===== src/rtl/ob_pkg.sv =====
// Order-book shared types.
// Command bundle used by the conditional table and issue path.
package ob_pkg;

  typedef struct packed {
    logic [7:0]  uid;
    logic        is_lmt;
    logic        side;
    logic [15:0] qty;
    logic [31:0] px;
  } cmd_t;

endpackage


===== src/rtl/ob_cn_table_issue.sv =====
// Conditional-table issue stage.
// Round-robin picks matured entries into one registered output slot.
module ob_cn_table_issue
  import ob_pkg::*;
#(
  parameter int N = 4
) (
  input  logic               clk,
  input  logic               rst,
  input  logic [N-1:0]       mtr_vld_r,
  input  cmd_t [N-1:0]       mtr_cmd_r,
  input  logic [N-1:0]       cancel_hit,
  output logic [N-1:0]       dl_vld,
  output logic               out_vld_r,
  output cmd_t               out_cmd_r,
  input  logic               out_accept,
  output logic               busy_r,
  output logic [31:0]        issue_cnt_r
);

  localparam int PW = $clog2(N);

  logic [PW-1:0] ptr_r;
  logic [N-1:0]  mask_r;
  logic [N-1:0]  elig;
  logic [PW-1:0] sel;
  logic [PW-1:0] idx;
  logic          found;
  logic          slot_free;
  logic          load;

  // Just-issued entry is masked for one cycle so a slow dealloc can't re-issue it.
  assign elig      = mtr_vld_r & ~cancel_hit & ~mask_r;
  assign slot_free = !out_vld_r || out_accept;
  assign load      = !rst && slot_free && found;
  assign busy_r    = (|mtr_vld_r) || out_vld_r;

  // First eligible entry at or above ptr_r, wrapping through N-1 to 0.
  always_comb begin
    found = 1'b0;
    sel   = '0;
    idx   = '0;
    for (int i = 0; i < N; i++) begin
      idx = ptr_r + PW'(i);
      if (!found && elig[idx]) begin
        found = 1'b1;
        sel   = idx;
      end
    end
  end

  // One-hot dealloc pulse to the entry being loaded this cycle.
  always_comb begin
    dl_vld = '0;
    if (load) begin
      dl_vld = N'(1) << sel;
    end
  end

  // Output slot, RR pointer and one-cycle re-select mask.
  always_ff @(posedge clk) begin
    if (rst) begin
      out_vld_r <= 1'b0;
      out_cmd_r <= '0;
      ptr_r     <= '0;
      mask_r    <= '0;
    end else begin
      mask_r <= dl_vld;
      if (load) begin
        out_vld_r <= 1'b1;
        out_cmd_r <= mtr_cmd_r[sel];
        ptr_r     <= sel + 1'b1;
      end else if (out_accept) begin
        out_vld_r <= 1'b0;
      end
    end
  end

  // Saturating count of downstream handshakes.
  always_ff @(posedge clk) begin
    if (rst) begin
      issue_cnt_r <= '0;
    end else if (out_vld_r && out_accept && issue_cnt_r != 32'hFFFF_FFFF) begin
      issue_cnt_r <= issue_cnt_r + 32'd1;
    end
  end

endmodule


===== config.mk =====
export PLATFORM = sky130hd
export DESIGN_NAME = ob_cn_table_issue
export DESIGN_NICKNAME = d
export VERILOG_FILES = /design/src/rtl/ob_pkg.sv /design/src/rtl/ob_cn_table_issue.sv
export SDC_FILE = /design/constraint.sdc
export NUM_CORES = 1
export LEC_CHECK = 0
export BUFFER_PORTS_ARGS = -buffer_cell sky130_fd_sc_hd__buf_2
export CAP_MARGIN = 25
export CORE_AREA = 5 5 128 130
export CTS_CLUSTER_DIAMETER = 80
export DETAILED_ROUTE_END_ITERATION = 7
export DIE_AREA = 0 0 133 135
export PLACE_DENSITY = 0.81
export SETUP_SLACK_MARGIN = 0.05
export SYNTH_ARGS = -nofsm -noshare
export SYNTH_HDL_FRONTEND = slang
export SYNTH_SLANG_ARGS = --single-unit

===== constraint.sdc =====
create_clock -name clk -period 2.8 [get_ports clk]
set_input_delay 0.42 -clock clk [delete_from_list [all_inputs] [get_ports clk]]
set_output_delay 0.42 -clock clk [all_outputs]
set_load 0.005 [all_outputs]

# Word level (Yosys, flattened, before mapping)
# Cells that the tools add are included.
[classes]
add_sub_neg = 5
n_mul = 0
n_div = 0
magnitude_cmp = 5
eq_ne = 1
shifts = 1
muxes = 21
bitwise = 4
reduce_logical = 16
[op_table]
columns = ["operator", "count"]
rows = [
  ["binary-select mux 58 bit (select 2 bit)", 1],
  ["2-to-1 mux 58 bit", 1],
  ["adder 32 x 1 -> 32 bit (second input constant)", 1],
  ["!= test 32 bit (second input constant)", 1],
  ["less-than comparator 2 x 3 -> 1 bit (second input constant)", 5],
  ["2-to-1 mux 1 bit", 10],
  ["AND 4 bit", 2],
  ["binary-select mux 1 bit (select 2 bit)", 4],
  ["2-to-1 mux 2 bit", 4],
  ["inverter 4 bit", 2],
  ["logical AND 1 bit", 7],
  ["zero test 1 bit", 5],
  ["adder 2 x 1 -> 2 bit (second input constant)", 2],
  ["adder 2 bit (second input constant)", 2],
  ["2-to-1 mux 4 bit", 1],
  ["OR reduction 4 bit", 1],
  ["left shift 1 x 2 -> 4 bit (first input constant)", 1],
  ["logical OR 1 bit", 2],
  ["nonzero test 2 bit", 1],
]
[totals]
reg_bits = 97
latch_bits = 0
ram_bits = 0
romBits = 0
input_bits = 243
out_inout_bits = 96
n_memories = 0

# Depth between registers and ports, before layout
[logic_depth]
word_depth = 17
ltp_mapped = 9
mapped_depth_nobuf = 7

# Worst setup path before layout
# OpenSTA, ideal clock, no wires.
[synth_path]
path_type = "input to output"
start = "input port cancel_hit[3]"
end = "output port dl_vld[1]"
arrival_ps = 1851
required_time_ps = 2380
slack_ps = 529
stages = 7
cell_sequence = "or3b_1 > a21o_1 > o22ai_1 > buf_2 > buf_6 > buf_2 > and3_1"
[synth_between]
elab_chain_len = 17
word_cells_on_any_way = 28
cone_classes = "shift: 1; mux: 17; bitwise: 3; reduce/logical: 7"
[synth_lines]
columns = ["element", "line", "rtl"]
rows = [
  ["start, declared", "ob_cn_table_issue.sv:12", "input logic [N-1:0] cancel_hit,"],
  ["inverter 4 bit (*)", "ob_cn_table_issue.sv:33", "assign elig = mtr_vld_r & ~cancel_hit & ~mask_r;"],
  ["AND 4 bit (*) (2 in series)", "ob_cn_table_issue.sv:33", ""],
  ["binary-select mux 1 bit (select 2 bit)", "ob_cn_table_issue.sv:45", "if (!found && elig[idx]) begin"],
  ["2-to-1 mux 1 bit (implied by the code)", "ob_cn_table_issue.sv:45", ""],
  ["2-to-1 mux 1 bit", "ob_cn_table_issue.sv:45", ""],
  ["zero test 1 bit", "ob_cn_table_issue.sv:45", ""],
  ["logical AND 1 bit", "ob_cn_table_issue.sv:45", ""],
  ["2-to-1 mux 1 bit", "ob_cn_table_issue.sv:45", ""],
  ["zero test 1 bit", "ob_cn_table_issue.sv:45", ""],
  ["logical AND 1 bit", "ob_cn_table_issue.sv:45", ""],
  ["2-to-1 mux 1 bit", "ob_cn_table_issue.sv:45", ""],
  ["zero test 1 bit", "ob_cn_table_issue.sv:45", ""],
  ["logical AND 1 bit", "ob_cn_table_issue.sv:45", ""],
  ["2-to-1 mux 2 bit / 2-to-1 mux 1 bit (equally long branches)", "ob_cn_table_issue.sv:45", ""],
  ["left shift 1 x 2 -> 4 bit / logical AND 1 bit (equally long branches)", "ob_cn_table_issue.sv:56, ob_cn_table_issue.sv:35", ""],
  ["2-to-1 mux 4 bit (*)", "ob_cn_table_issue.sv:55", "if (load) begin"],
  ["end, declared", "ob_cn_table_issue.sv:13", "output logic [N-1:0] dl_vld,"],
]
# Mark *: on every way between the ends. The rest lies on a longest branch, timed or not. The select of a mux whose other input is x is not followed.

# Final worst setup path
[layout_path]
start = "register ptr_r[0]"
end = "output port dl_vld[0]"
[layout_between]
elab_chain_len = 14
word_cells_on_any_way = 28
cone_classes = "add/sub: 3; shift: 1; mux: 17; reduce/logical: 7"
[layout_lines]
columns = ["element", "line", "rtl"]
rows = [
  ["start, declared", "ob_cn_table_issue.sv:23", "logic [PW-1:0] ptr_r;"],
  ["start signal, assigned", "ob_cn_table_issue.sv:72", "ptr_r <= sel + 1'b1;"],
  ["parallel branches: the longest is 13 deep, another holds adder 2 x 1 -> 2 bit", "-", ""],
  ["2-to-1 mux 4 bit (*)", "ob_cn_table_issue.sv:55", ""],
]
# Mark *: on every way between the ends. The select of a mux whose other input is x is not followed.

==> results.tsv <==
stage	metric	value	unit
run_status	status	finished, final reports clean	
route	drt_iter0_drc	274	
worst_setup_path	worst_setup_path_start_kind	flop	
power	ir_drop	263	µV
floorplanning	ioPinCount	339	
worst_setup_path	crit_cells	7	
worst_hold_path	hold_class	in -> reg	
logic_synthesis	synth_area_leader_cell	dfxtp_1	
logic_synthesis	muxShareOfSynthArea	21.9	%
job	maxCapViolCount	0	
worst_setup_path	crit_path_end_kind	output pin	
place	place_congestion	0.871	
final_layout	mostFrequentLayoutCell	buf_2	
sta	finalHoldViolCount	0	
sta	fin_setup_tns	0	ps
logic_synthesis	synth_cell_types	46	
logic_synthesis	synthXorXnorAreaFrac	3.97	%
route	drt_first_pass_iters	4	
power	power_density	537	mW/mm²
worst_setup_path	reg2regPathDepth	8	
clocking	cts_inserted_buffers	9	
logic_synthesis	netlist_instances	562	
logic_synthesis	synth.ff_latch_count	97	
clocking	clock-sinks	97	
sta	worst_slew_pin_slew	625	ps
worst_setup_path	cp.arrival	2180	ps
global_routing	grt_util_met2	35.3	%
power	p_int	2.89	mW
final_layout	area_growth	42.2	%
final_layout	final_area	0.00753	mm²
clocking	clock_path_buffers	2	
logic_synthesis	yosysWarnings	0	
route	wl_per_cell	17.6	µm
global_routing	busiest_layer	met2	
place	place.port_buffers	338	
global_routing	grt_start_max_net_pins	40	
global_routing	met3_usage	6.52	%
worst_setup_path	crit_buf_inv	2	
worst_setup_path	crit_path_cell_trace	or4b_4 > o21ai_1 > o22ai_4 > buf_12 > nand2b_1 > nor2_1 > buf_2	
worst_hold_path	min_delay_path_depth	3	
floorplanning	start_util	35.2	%
power	p_leak	3.53	nW
floorplanning	core-area	0.0150	mm²
power	switching_share	28.5	%
power	p_switching	1.15	mW
floorplanning	die_h	135	µm
route	avgViaCountPerCell	5.14	
clocking	htree_levels	3	
place	hpwl	15.5	mm
logic_synthesis	synth_top_cell_area_share	36.7	%
worst_setup_path	crit_path_max_incr_delay	560	ps
sta	setup-violations-final	0	
worst_setup_path	cp_max_fo	27	
floorplanning	dieArea	0.0180	mm²
logic_synthesis	seq_area_frac_synth	36.7	%
clocking	post_cts_resized	0	
final_layout	drive_gt1_share	43.4	%
sta	layout_min_cycle_time	2600	ps
clocking	cts_tree	built	
worst_setup_path	critPathTopFamily	simple AND/OR/NAND/NOR gates	
clocking	cts_setup_buffers	0	
clocking	holdBufCountCts	0	
final_layout	final_cell_mix	338 x buf_2, 116 x mux2i_1, 97 x dfxtp_1	
global_routing	met1_usage	22.9	%
sta	fin_skew	9.54	ps
sta	slew_headroom	58.3	%
sta	finalCritPeriodShare	92.9	%
logic_synthesis	syn_nets	806	
global_routing	overflow	0	
place	placed_cell_area	0.00722	mm²
floorplanning	die_w	133	µm
power	seqPwrFrac	40.0	%
logic_synthesis	synth_compound_area_share	18.6	%
clocking	clkLatencyLatePin	350	ps
worst_setup_path	slowest_stage	or4b_4	
worst_setup_path	required	2380	ps
global_routing	grtUsageTotal	20.3	%
floorplanning	core.rowCount	45	
route	ant_nets	0	
global_routing	grt_pass1_vias	5702	
logic_synthesis	yosys.area_share.simple	13.8	%
power	comb_power_share	28.8	%
logic_synthesis	synth_area_leaders	dfxtp_1 37%, mux2i_1 22%, a2bb2oi_1 9.6%	
global_routing	grt_pass1_wl	29.1	mm
clocking	cts.clk_slew.worst_paths	70	ps
logic_synthesis	syn_area_per_cell	9.42	µm²
final_layout	nNetsFinal	1134	
global_routing	antenna_found_initial	5	
logic_synthesis	synth_top_family_by_area	multiplexers	
route	routed_wl	19.1	mm
logic_synthesis	synth_fa_ha_area_share	0.236	%
route	drc	0	
clocking	clock-root-buffer	clkbuf_16	
worst_setup_path	path_class	reg -> out	
power	clockPowerShare	31.2	%
route	vias	5583	
sta	slew_viol_final	0	
logic_synthesis	netlist_area	0.00530	mm²
sta	rsz0062_at_grt	no	
sta	clock.fmax	384	MHz
[cells by family after synthesis]
logic type	count (synthesis)
AO/OA/AOI/OAI	143
AND/OR/NAND/NOR	132
multiplexers	116
adder cells (fa/ha/maj)	1
buffers and inverters	49
XOR/XNOR	24
flip-flops	97
[through the flow]
step           std cells  hold WS [ps]  utilization, %  total power, mW  setup WS [ps]
4_1_cts             1082           323            50.0             4.08            173
5_1_grt             1085           329            50.1             4.25           57.8
2_1_floorplan        562           471               -             2.32            529
6_report            1086           329            50.1             4.04            198
3_3_place_gp        1067           451            48.0             2.80            301
3_5_place_dp        1067           459            48.0             2.83            282
[worst min-delay path: stages]
cell	delay [ps]
buf_2	80
mux2i_1	50
o21ai_1	100
[routing by layer]
metal | share of wire [%] | wire length, µm
met1 | 38 | 7220
met2 | 51 | 9830
met3 | 8.3 | 1580
met4 | 2.5 | 478
met5 | 0.13 | 24
[flip-flops by register name, indices dropped and copies added, names as in the netlist]
register	count
mask_r	4
out_vld_r	1
ptr_r	2
out_cmd_r	58
issue_cnt_r	32
[power by group through the flow]
stage	Combinational, mW	Sequential [mW]	Clock (mW)
2_1_floorplan	0.657	1.66	0
3_3_place_gp	1.16	1.64	0
3_5_place_dp	1.18	1.65	0
4_1_cts	1.18	1.62	1.28
5_1_grt	1.26	1.64	1.35
6_report	1.17	1.62	1.26
[area by class of cell]
type / count / area, µm²
Fill cell: 1435 / 7500
Multi-Input combinational cell: 416 / 3120
Sequential cell: 97 / 1940
Timing Repair Buffer: 358 / 1890
Clock buffer: 13 / 260
Tap cell: 188 / 235
Clock inverter: 2 / 37.5
Inverter: 8 / 30.0
Antenna cell: 4 / 10.0
[cell usage after synthesis (all sizes together)]
| library cell | instances |
|---|---|
| a311oi | 1 |
| nor4 | 5 |
| and4 | 2 |
| or4b | 1 |
| or2 | 1 |
| or3 | 6 |
| or3b | 3 |
| nand4 | 12 |
| o22ai | 1 |
| a211oi | 3 |
| nand2b | 2 |
| inv | 8 |
| o21ai | 66 |
| or4 | 2 |
| a311o | 1 |
| nor4b | 3 |
| o2bb2ai | 1 |
| nand3 | 14 |
| a21o | 2 |
| a21oi | 9 |
| mux2i | 116 |
| and2 | 3 |
| a2bb2oi | 58 |
| o311ai | 1 |
| nand2 | 16 |
| xnor2 | 11 |
| and3 | 9 |
| ha | 1 |
| clkbuf | 15 |
| nor3 | 6 |
| dfxtp | 97 |
| nor2 | 40 |
| buf | 26 |
| xor2 | 13 |
| nor3b | 7 |
[worst paths after layout]
kind / to / start / slack, ps
max: dl_vld[0] / ptr_r[0] / 200
min: out_cmd_r[42] / mtr_cmd_r[158] / 330
max reg2reg: out_cmd_r[49] / mask_r[3] / 510
min reg2reg: out_cmd_r[20] / out_cmd_r[20] / 470
Note: power is estimated with default switching activity, not from simulation.
